File: src/rtl/pwm_period_latch_pkg.sv
// Shared definitions for the PWM period/latch stage and the on-time stage it feeds.
// Holds the FSM state encoding and the default counter widths.
package pwm_period_latch_pkg;

  localparam int CNT_W_DEFAULT = 21;
  localparam int DT_W_DEFAULT  = 8;

  typedef enum logic [1:0] {
    ST_IDLE = 2'd0,
    ST_ON   = 2'd1,
    ST_OFF  = 2'd2
  } state_e;

endpackage

File: src/rtl/pwm_deadtime.sv
// Dead-time generator: turns the PWM latch into complementary pwm_h/pwm_l with a
// programmable both-low gap after every latch edge. Fed with next-state latch/run values.
module pwm_deadtime
  import pwm_period_latch_pkg::*;
#(
  parameter int DT_W = DT_W_DEFAULT
) (
  input  logic            clk,
  input  logic            rst_n,
  input  logic            run_i,
  input  logic            latch_i,
  input  logic [DT_W-1:0] dead_time_i,
  output logic            pwm_h_o,
  output logic            pwm_l_o
);

  logic            lat_q;
  logic [DT_W-1:0] cnt_q, cnt_d;
  logic            pwm_h_d, pwm_l_d;

  // cnt_d is the number of cycles the latch has already held its new value; it
  // saturates so a long-stable latch never wraps back under dead_time.
  always_comb begin
    if (latch_i != lat_q) begin
      cnt_d = '0;
    end else if (cnt_q == '1) begin
      cnt_d = cnt_q;
    end else begin
      cnt_d = cnt_q + DT_W'(1);
    end
    pwm_h_d = run_i &&  latch_i && (cnt_d >= dead_time_i);
    pwm_l_d = run_i && !latch_i && (cnt_d >= dead_time_i);
  end

  always_ff @(posedge clk or negedge rst_n) begin
    if (!rst_n) begin
      lat_q   <= 1'b0;
      cnt_q   <= '1;
      pwm_h_o <= 1'b0;
      pwm_l_o <= 1'b0;
    end else begin
      lat_q   <= latch_i;
      cnt_q   <= cnt_d;
      pwm_h_o <= pwm_h_d;
      pwm_l_o <= pwm_l_d;
    end
  end

endmodule

File: src/rtl/pwm_period_latch.sv
// Period timer, IDLE/ON/OFF FSM and SR latch for the high-side PWM output.
// Define PWM_DEADTIME_EN to add the complementary low-side output with dead time.
module pwm_period_latch
  import pwm_period_latch_pkg::*;
#(
  parameter int CNT_W = CNT_W_DEFAULT,
  parameter int DT_W  = DT_W_DEFAULT
) (
  input  logic             clk,
  input  logic             rst_n,
  input  logic             en,
  input  logic [CNT_W-1:0] period_time,
  input  logic [CNT_W-1:0] max_on_time,
  input  logic [DT_W-1:0]  dead_time,
  input  logic             reset_pwm,
  output logic             set,
  output logic             pwm_h,
  output logic             pwm_l,
  output logic             fault_maxduty
);

  state_e           state_q, state_d;
  logic [CNT_W-1:0] pcnt_q, pcnt_d;
  logic [CNT_W-1:0] ocnt_q, ocnt_d;
  logic [CNT_W-1:0] period_q, period_d;
  logic             set_d, fault_d, latch_d;
  logic [CNT_W-1:0] period_eff;
  logic             wrap, max_hit;

  assign period_eff = (period_time < CNT_W'(2)) ? CNT_W'(2) : period_time;
  assign wrap       = (pcnt_q == period_q - CNT_W'(1));
  assign max_hit    = (max_on_time != '0) && (ocnt_q == max_on_time - CNT_W'(1));

  // NOTE: every always_comb output gets a default first so no path can infer a latch.
  always_comb begin
    state_d  = state_q;
    pcnt_d   = pcnt_q;
    ocnt_d   = ocnt_q;
    period_d = period_q;
    set_d    = 1'b0;
    fault_d  = 1'b0;
    if (!en) begin
      state_d = ST_IDLE;
      pcnt_d  = '0;
      ocnt_d  = '0;
    end else begin
      unique case (state_q)
        ST_IDLE: begin
          state_d  = ST_ON;
          pcnt_d   = '0;
          ocnt_d   = '0;
          period_d = period_eff;
          set_d    = 1'b1;
        end
        ST_ON: begin
          // A period start outranks both termination causes: the pulse simply restarts.
          if (wrap) begin
            pcnt_d   = '0;
            ocnt_d   = '0;
            period_d = period_eff;
            set_d    = 1'b1;
          end else begin
            pcnt_d = pcnt_q + CNT_W'(1);
            ocnt_d = ocnt_q + CNT_W'(1);
            if (max_hit) begin
              state_d = ST_OFF;
              fault_d = 1'b1;
            end else if (reset_pwm) begin
              state_d = ST_OFF;
            end
          end
        end
        ST_OFF: begin
          if (wrap) begin
            state_d  = ST_ON;
            pcnt_d   = '0;
            ocnt_d   = '0;
            period_d = period_eff;
            set_d    = 1'b1;
          end else begin
            pcnt_d = pcnt_q + CNT_W'(1);
          end
        end
        default: state_d = ST_IDLE;
      endcase
    end
    latch_d = (state_d == ST_ON);
  end

  // NOTE: sequential state uses non-blocking assignments only; all comb results above
  // are consumed here in one clocked step.
  always_ff @(posedge clk or negedge rst_n) begin
    if (!rst_n) begin
      state_q       <= ST_IDLE;
      pcnt_q        <= '0;
      ocnt_q        <= '0;
      period_q      <= CNT_W'(2);
      set           <= 1'b0;
      fault_maxduty <= 1'b0;
    end else begin
      state_q       <= state_d;
      pcnt_q        <= pcnt_d;
      ocnt_q        <= ocnt_d;
      period_q      <= period_d;
      set           <= set_d;
      fault_maxduty <= fault_d;
    end
  end

`ifdef PWM_DEADTIME_EN
  logic run_d;
  assign run_d = (state_d != ST_IDLE);

  pwm_deadtime #(
    .DT_W (DT_W)
  ) u_deadtime (
    .clk         (clk),
    .rst_n       (rst_n),
    .run_i       (run_d),
    .latch_i     (latch_d),
    .dead_time_i (dead_time),
    .pwm_h_o     (pwm_h),
    .pwm_l_o     (pwm_l)
  );
`else
  logic latch_q;
  logic unused_dt;

  always_ff @(posedge clk or negedge rst_n) begin
    if (!rst_n) begin
      latch_q <= 1'b0;
    end else begin
      latch_q <= latch_d;
    end
  end

  assign pwm_h     = latch_q;
  assign pwm_l     = 1'b0;
  assign unused_dt = ^dead_time;
`endif

endmodule

File: config.mk
export PLATFORM = sky130hd
export DESIGN_NAME = pwm_period_latch
export DESIGN_NICKNAME = d
export VERILOG_FILES = /design/src/rtl/pwm_period_latch_pkg.sv /design/src/rtl/pwm_deadtime.sv /design/src/rtl/pwm_period_latch.sv
export SDC_FILE = /design/constraint.sdc
export NUM_CORES = 1
export LEC_CHECK = 0
export ABC_AREA = 1
export BUFFER_PORTS_ARGS = -buffer_cell sky130_fd_sc_hd__buf_2
export CAP_MARGIN = 10
export CORE_MARGIN = 10
export CORE_UTILIZATION = 55
export CTS_CLUSTER_SIZE = 16
export DETAILED_ROUTE_END_ITERATION = 10
export HOLD_SLACK_MARGIN = 0.15
export PLACE_DENSITY = 0.86
export SYNTH_ARGS = -nofsm -noshare
export SYNTH_HDL_FRONTEND = slang
export SYNTH_SLANG_ARGS = --single-unit
File: constraint.sdc
create_clock -name clk -period 3.1 [get_ports clk]
set_input_delay 0.31 -clock clk [delete_from_list [all_inputs] [get_ports clk]]
set_output_delay 0.31 -clock clk [all_outputs]
set_load 0.01 [all_outputs]
==> results of run 1 <==
-- routing by layer --
metal  vias up  share of wire (%)  track usage (%)
li1       2795                  -                -
met1      2517                 45            22.28
met2       155                 47            30.44
met3        29                5.4            3.164
met4         0                2.7            8.974
met5         -                  0                0
-- cell families (layout without fill, tap and decap cells) --
logic type | after synthesis | after routing | share of synthesized area [%]
flip-flops | 68 | 68 | 30.28
buffers and inverters | 135 | 180 | 9.657
other | 1 | 1 | 0.06669
adder cells (fa/ha/maj) | 9 | 9 | 2.003
AND/OR/NAND/NOR | 508 | 508 | 40.88
XOR/XNOR | 74 | 74 | 11.66
AO/OA/AOI/OAI | 56 | 56 | 5.452
-- how the worst min path moves through the flow --
stage               slack (ns)       endpoint       startpoint  cells past startpoint
finish                    0.16    period_q[2]            rst_n                      2
floorplan                 0.01  fault_maxduty            rst_n                      0
global placement          0.47    period_q[1]      period_q[1]                      2
global route              0.21   period_q[15]  period_time[15]                      3
CTS                       0.17    period_q[2]            rst_n                      2
detailed placement        0.47    period_q[1]      period_q[1]                      2
-- layout make-up --
type,count,area [um2]
fill,943,3754
multi-input combinational,648,3379
sequential,68,1703
inverter,110,412.9
timing repair buffer,55,292.8
tap,133,166.4
clock buffer,9,123.9
clock inverter,6,32.53
-- sequential cells by signal, summed over array words and instances (netlist names) --
signal         cells
pcnt_q            21
ocnt_q            21
period_q          21
state_q            2
fault_maxduty      1
pwm_h              1
set                1
-- power breakdown --
group | internal [mW] | leakage (nW) | switching, mW
Sequential | 1.05 | 0.910 | 0.224
Combinational | 0.565 | 2.04 | 1.06
Clock | 0.278 | 0.0844 | 0.338
-- synthesized netlist by cell type, types with 8 or more instances --
cell type / n
nor4_1: 8
o21ai_1: 17
nand3_1: 68
o21ai_0: 19
o22ai_1: 10
dfrtp_1: 67
ha_1: 9
nand4_1: 36
inv_1: 104
nand3b_1: 11
nor2_1: 102
nand2_1: 241
xor2_1: 50
clkbuf_1: 12
nor3_1: 15
xnor2_1: 23
-- cells in the final DEF, fill, tap and decap left out, types with 2 or more instances in the layout --
master / synthesis / routed
nor2_2: 6 / 6
nand3b_1: 11 / 11
clkinv_2: 0 / 5
buf_2: 7 / 48
nand3_1: 68 / 68
clkbuf_8: 0 / 9
nand4_1: 36 / 36
nor3_1: 15 / 15
nor2_1: 102 / 102
xor2_1: 50 / 50
a21oi_1: 6 / 6
o21ai_0: 19 / 19
o21ai_2: 2 / 2
nand2_1: 241 / 240
nor2_8: 2 / 2
nor3b_1: 3 / 3
inv_2: 5 / 5
o21ai_1: 17 / 17
or2_2: 2 / 2
dfrtp_1: 67 / 67
ha_1: 9 / 9
nand3_2: 2 / 2
buf_4: 1 / 7
nor2_4: 2 / 2
inv_1: 104 / 104
nor4_1: 8 / 8
o22ai_1: 10 / 10
nand2_2: 4 / 5
xnor2_1: 23 / 23
-- what timing repair did --
item | 4_1_cts | 5_1_grt
endpoints found under the setup margin | 0 | 21
endpoints found under the hold margin | 0 | 0
hold buffers | 0 | 0
resized for setup | 0 | 1
-- stage by stage --
stage | std cells | cell area, um2 | total power, mW | hold WS [ns]
finish | 1029 | 6111 | 3.513 | 0.1555
global route | 1029 | 6111 | 3.818 | 0.2121
CTS | 1029 | 6108 | 3.518 | 0.1742
detailed placement | 1014 | 5952 | 2.895 | 0.4745
global placement | 1014 | 5952 | 2.842 | 0.4710
floorplan | 851 | 5623 | 2.554 | 0.01441
==> impl_metrics.toml, run 1 <==
[setup_path]
startpoint = "period_q[0]"
rr_endpoint = "ocnt_q[11]"
path_buf_inv = 4
crit_fanout = 38
path_cells = "inv_2 -> ha_1 -> nand3_4 -> nor2_8 -> nand3_1 -> xor2_1 -> clkinv_1 -> nand3_1 -> nor2_1 -> nand3_2 -> nand3_2 -> nand2_1 -> buf_4 -> inv_1 -> nand2_1 -> nand2_1"
worstSetupEndpointType = "flop"
r2r_slack_ns = 0.40
crit_cells = 16
cp.arrival_ns = 2.95
crit_type = "flop to flop"
rr_startpoint = "period_q[0]"
start_kind = "flop"
crit_required_ns = 3.35
endpoint = "ocnt_q[11]"
critPathMaxStageDelay_ns = 0.48
slowest_stage = "dfrtp_1"
path_delay_family = "simple AND/OR/NAND/NOR gates"
worstRegToRegCells = 16
cp_common_cell = "nand2_1"

[global_route]
grt_pass1_wl_um = 22820
grt_use_total_pct = 18.27
grt_max_degree = 69
grt_pass1_vias = 5187
overflow = 0
antenna_found_initial = 0

[clock_tree]
clkLatencyLatePin_ns = 0.35
clk_path_buf_depth = 2
h-tree-depth = 3
root_buffer = "clkbuf_8"
path_clk_slew_ns = 0.07
cts_buffers = 9
post_cts_buffers = 0
cts_tree = "done"
cts_sinks = 68

[placement]
hpwl_um = 10140
io_buffer_count = 48
gp_congestion = 0.8956
pre_cts_ws_ns = 0.2374

[timing]
slew-limit-headroom_pct = 42.66
fin_crit_ns = 2.701
fin_skew_ns = 0.01437
timing.final.ws_setup_ns = 0.3987
fmax_mhz = 370.2
hold_viol = 0
rsz0062_at_grt = "no"
min_period_over_period_pct = 87.14
fin_setup_tns_ns = 0
slew_violations = 0
tightest_slew_ns = 0.8601
setup-violations-final = 0

[detailed_routing]
num_vias = 5496
drt_iter0_drc = 331
ant_nets = 0
via_per_inst = 5.341
dr.pass1.iters = 7
wl_per_cell_um = 12.87
drc = 0
wirelength_um = 13240

[die]
die_width_um = 121.1
die_h_um = 121.1
pin_count = 58
coreArea_um2 = 9864
fp-row-count = 36
dieArea_um2 = 14670
initial_core_util_pct = 57.00

[finish]
fin_nets = 955
n_antenna_cell = 0
syn_to_final_growth_pct = 8.678
fin_util_pct = 61.95
layout-drive-gt1-share_pct = 11.27

[yosys]
synthFlopType = "dfrtp_1"
yosysWarningCount = 0
async_flop_share_pct = 100.0
syn_inst = 851
synth_fp_nets = 914
mappedNetlistArea_um2 = 5623
synth_area_leader_cell = "dfrtp_1"
synth_seq_cells = 68
netlist.area_leader.share_pct = 29.82
ys_seq_area_share_pct = 30.28
ys_top_cells_by_area = "dfrtp_1, nand2_1, xor2_1, inv_1, nor2_1"
syn_avg_cell_area_um2 = 6.607
synth-edff-count = 0
synth_cell_types = 43

[flow_run]
drv_cap = 0

[worst_hold_path]
hold_path.class = "input pin to asynchronous set/reset pin"

[power]
leakage_nw = 3.034
irDropWorstVdd_uv = 511.2
power_density_nw_per_um2 = 574.9

[status]
status = "finished, final reports clean"
No activity file was read; power rests on OpenSTA's default activity.
==> run 2: changes to the inputs <==
Settings changed: ABC_AREA 1 to unset, PLACE_DENSITY 0.86 to 0.87, SLEW_MARGIN set to 20.
==> run 2 against run 1 <==
- the flow now finishes with violations (negative setup slack)
- clock skew is essentially flat
- synthesized area shrank 9.2%
- utilization grew 8.5 points
- power grew 22%
- non-clock buffer count grew 55
- maximum frequency shrank 22%
- critical endpoint is now period_q[20]
- highest routed layer unchanged
==> impl_metrics.toml, run 2 <==
[status]
status = "finished with violations"
violations = "negative setup slack"

[global_route]
grt_pass1_wl_um = 23440
overflow = 0
grt_pass1_vias = 5047
grt_use_total_pct = 21.07
grt_max_degree = 48
antenna_found_initial = 0

[yosys]
ys_seq_area_share_pct = 33.36
netlist.area_leader.share_pct = 32.84
yosysMostFrequentCell = "nand2_1"
synth_area_leader_cell = "dfrtp_1"
synthTopCellsByCount = "nand2_1, dfrtp_1, nand3_1"
synth_cell_types = 72
ys_top_cells_by_area = "dfrtp_1, mux2_4, nand2_1, nand3_1, xor2_1"
syn_inst = 593
synth_fp_nets = 656
synthFlopType = "dfrtp_1"
synth-edff-count = 0
async_flop_share_pct = 100.0
mappedNetlistArea_um2 = 5105
synth_seq_cells = 68
syn_avg_cell_area_um2 = 8.609
yosysWarningCount = 0

[setup_path]
rr_endpoint = "period_q[20]"
crit_type = "flop to flop"
rr_startpoint = "period_q[0]"
crit_required_ns = 3.35
cp.arrival_ns = 3.72
crit_fanout = 10
worstRegToRegCells = 12
r2r_slack_ns = -0.37
start_kind = "flop"
worstSetupEndpointType = "flop"

[die]
die_h_um = 116.3
dieArea_um2 = 13540
initial_core_util_pct = 55.78
fp-row-count = 35
pin_count = 58
die_width_um = 116.3
coreArea_um2 = 9153

[timing]
hold_viol = 0
min_period_over_period_pct = 111.9
tightest_slew_ns = 0.6120
slew_violations = 0
fmax_mhz = 288.2
setup-violations-final = 68
timing.final.ws_setup_ns = -0.3699
slew-limit-headroom_pct = 59.05
fin_skew_ns = 0.01485
fin_setup_tns_ns = -18.02
fin_crit_ns = 3.470
rsz0062_at_grt = "yes"

[worst_hold_path]
hold_depth = 2
min_from = "period_time[16]"
holdPathEnd = "period_q[16]"
hold_path.class = "input pin to flop"

[finish]
layout-drive-gt1-share_pct = 31.94
mostFrequentLayoutCell = "dfrtp_1"
syn_to_final_growth_pct = 26.27
reg_top3 = "ocnt_q (21), pcnt_q (21), period_q (21)"
fin_nets = 750
layout_common_cells = "dfrtp_1, nand2_1, buf_4"
n_antenna_cell = 0
instances_no_fill = 803

[detailed_routing]
drt_iter0_drc = 506
ant_nets = 0
num_vias = 5211
wl_per_cell_um = 18.88
drc = 0
dr.pass1.iters = 6
wirelength_um = 15160
via_per_inst = 6.489

[clock_tree]
cts_tree = "done"
root_buffer = "clkbuf_8"
clk_path_buf_depth = 2
cts_sinks = 68
cts_buffers = 9
path_clk_slew_ns = 0.08
h-tree-depth = 3
clkLatencyLatePin_ns = 0.37

[placement]
dp.cells = 773
gp_congestion = 0.9438
io_buffer_count = 48
hpwl_um = 10130

[power]
irDropWorstVdd_uv = 559.3
leakage_nw = 2.671
power_density_nw_per_um2 = 665.8

[flow_run]
drv_cap = 0
-- run 2: worst max-delay path by stage --
stage	from	endpoint	cells past startpoint
2_1_floorplan	period_q[0]	period_q[10]	12
3_3_place_gp	period_q[0]	period_q[5]	12
3_5_place_dp	period_q[0]	period_q[3]	12
4_1_cts	period_q[0]	period_q[6]	12
5_1_grt	period_q[0]	period_q[15]	12
6_report	period_q[0]	period_q[20]	12
-- run 2: timing repair --
item | 4_1_cts | 5_1_grt
gates cloned | 2 | 1
pin swaps | 3 | 6
endpoints found under the hold margin | 8 | 0
endpoints found under the setup margin | 67 | 68
hold buffers | 1 | 0
gates resized for setup | 26 | 42
setup buffers | 4 | 6
-- run 2: metal layers --
layer,up-vias,part of all wire (%),wire [um],GRT usage (%)
met5,-,0,0,0
met4,0,4.3,659,10.93
met3,63,7.0,1055,3.236
met2,259,50,7643,37.41
met1,2507,38,5804,23.89
li1,2382,-,-,-
-- run 2: area by class of cell --
| class | count | area [um2] |
|---|---|---|
| Clock buffer | 10 | 137.6 |
| Clock inverter | 6 | 93.84 |
| Fill cell | 631 | 2706 |
| Inverter | 19 | 71.32 |
| Multi-Input combinational cell | 479 | 3477 |
| Sequential cell | 68 | 1703 |
| Tap cell | 111 | 138.9 |
| Timing Repair Buffer | 110 | 824.5 |
-- run 2: cells by family after synthesis --
| kind of cell | count (synthesis) | synth area share (%) |
|---|---|---|
| buffers and inverters | 47 | 4.265 |
| adders and majority gates | 9 | 2.206 |
| and+or+nand+nor | 284 | 29.73 |
| AOI/OAI and AO/OA | 111 | 15.12 |
| xor gates and xnor gates | 48 | 8.505 |
| other | 1 | 0.07346 |
| muxes | 25 | 6.740 |
| DFF | 68 | 33.36 |
-- run 2: critical path: stages (launching register included) --
cell and delay (ns):
dfrtp_1 0.40, inv_2 0.09, ha_4 0.13, or4b_4 0.47, or3_4 0.38, or4_4 0.42, a211oi_2 0.22, o21ai_2 0.09
or3_4 0.43, nor2_4 0.13, o21ai_4 0.10, clkbuf_16 0.19, mux2_4 0.30
-- run 2: through the flow --
stage | total power [mW] | worst slack, ns | cell area, um2 | util [%] | hold WS [ns]
after CTS | 4.061 | -0.3004 | 6185 | 67.57 | 0.1883
after detailed placement | 3.097 | -0.3136 | 5758 | 62.91 | 0.4961
final | 4.292 | -0.3699 | 6446 | 70.43 | 0.1905
after floorplan | 2.472 | -0.2861 | 5116 | - | 0.01441
after global placement | 2.987 | -0.2589 | 5758 | 62.91 | 0.4893
after global routing | 4.499 | -0.4356 | 6446 | 70.43 | 0.1933
-- run 2: power breakdown --
group	switching, mW	internal [mW]
Sequential	0.153	1.06
Clock	0.388	0.484
Combinational	1.11	1.09
Total	1.66	2.64
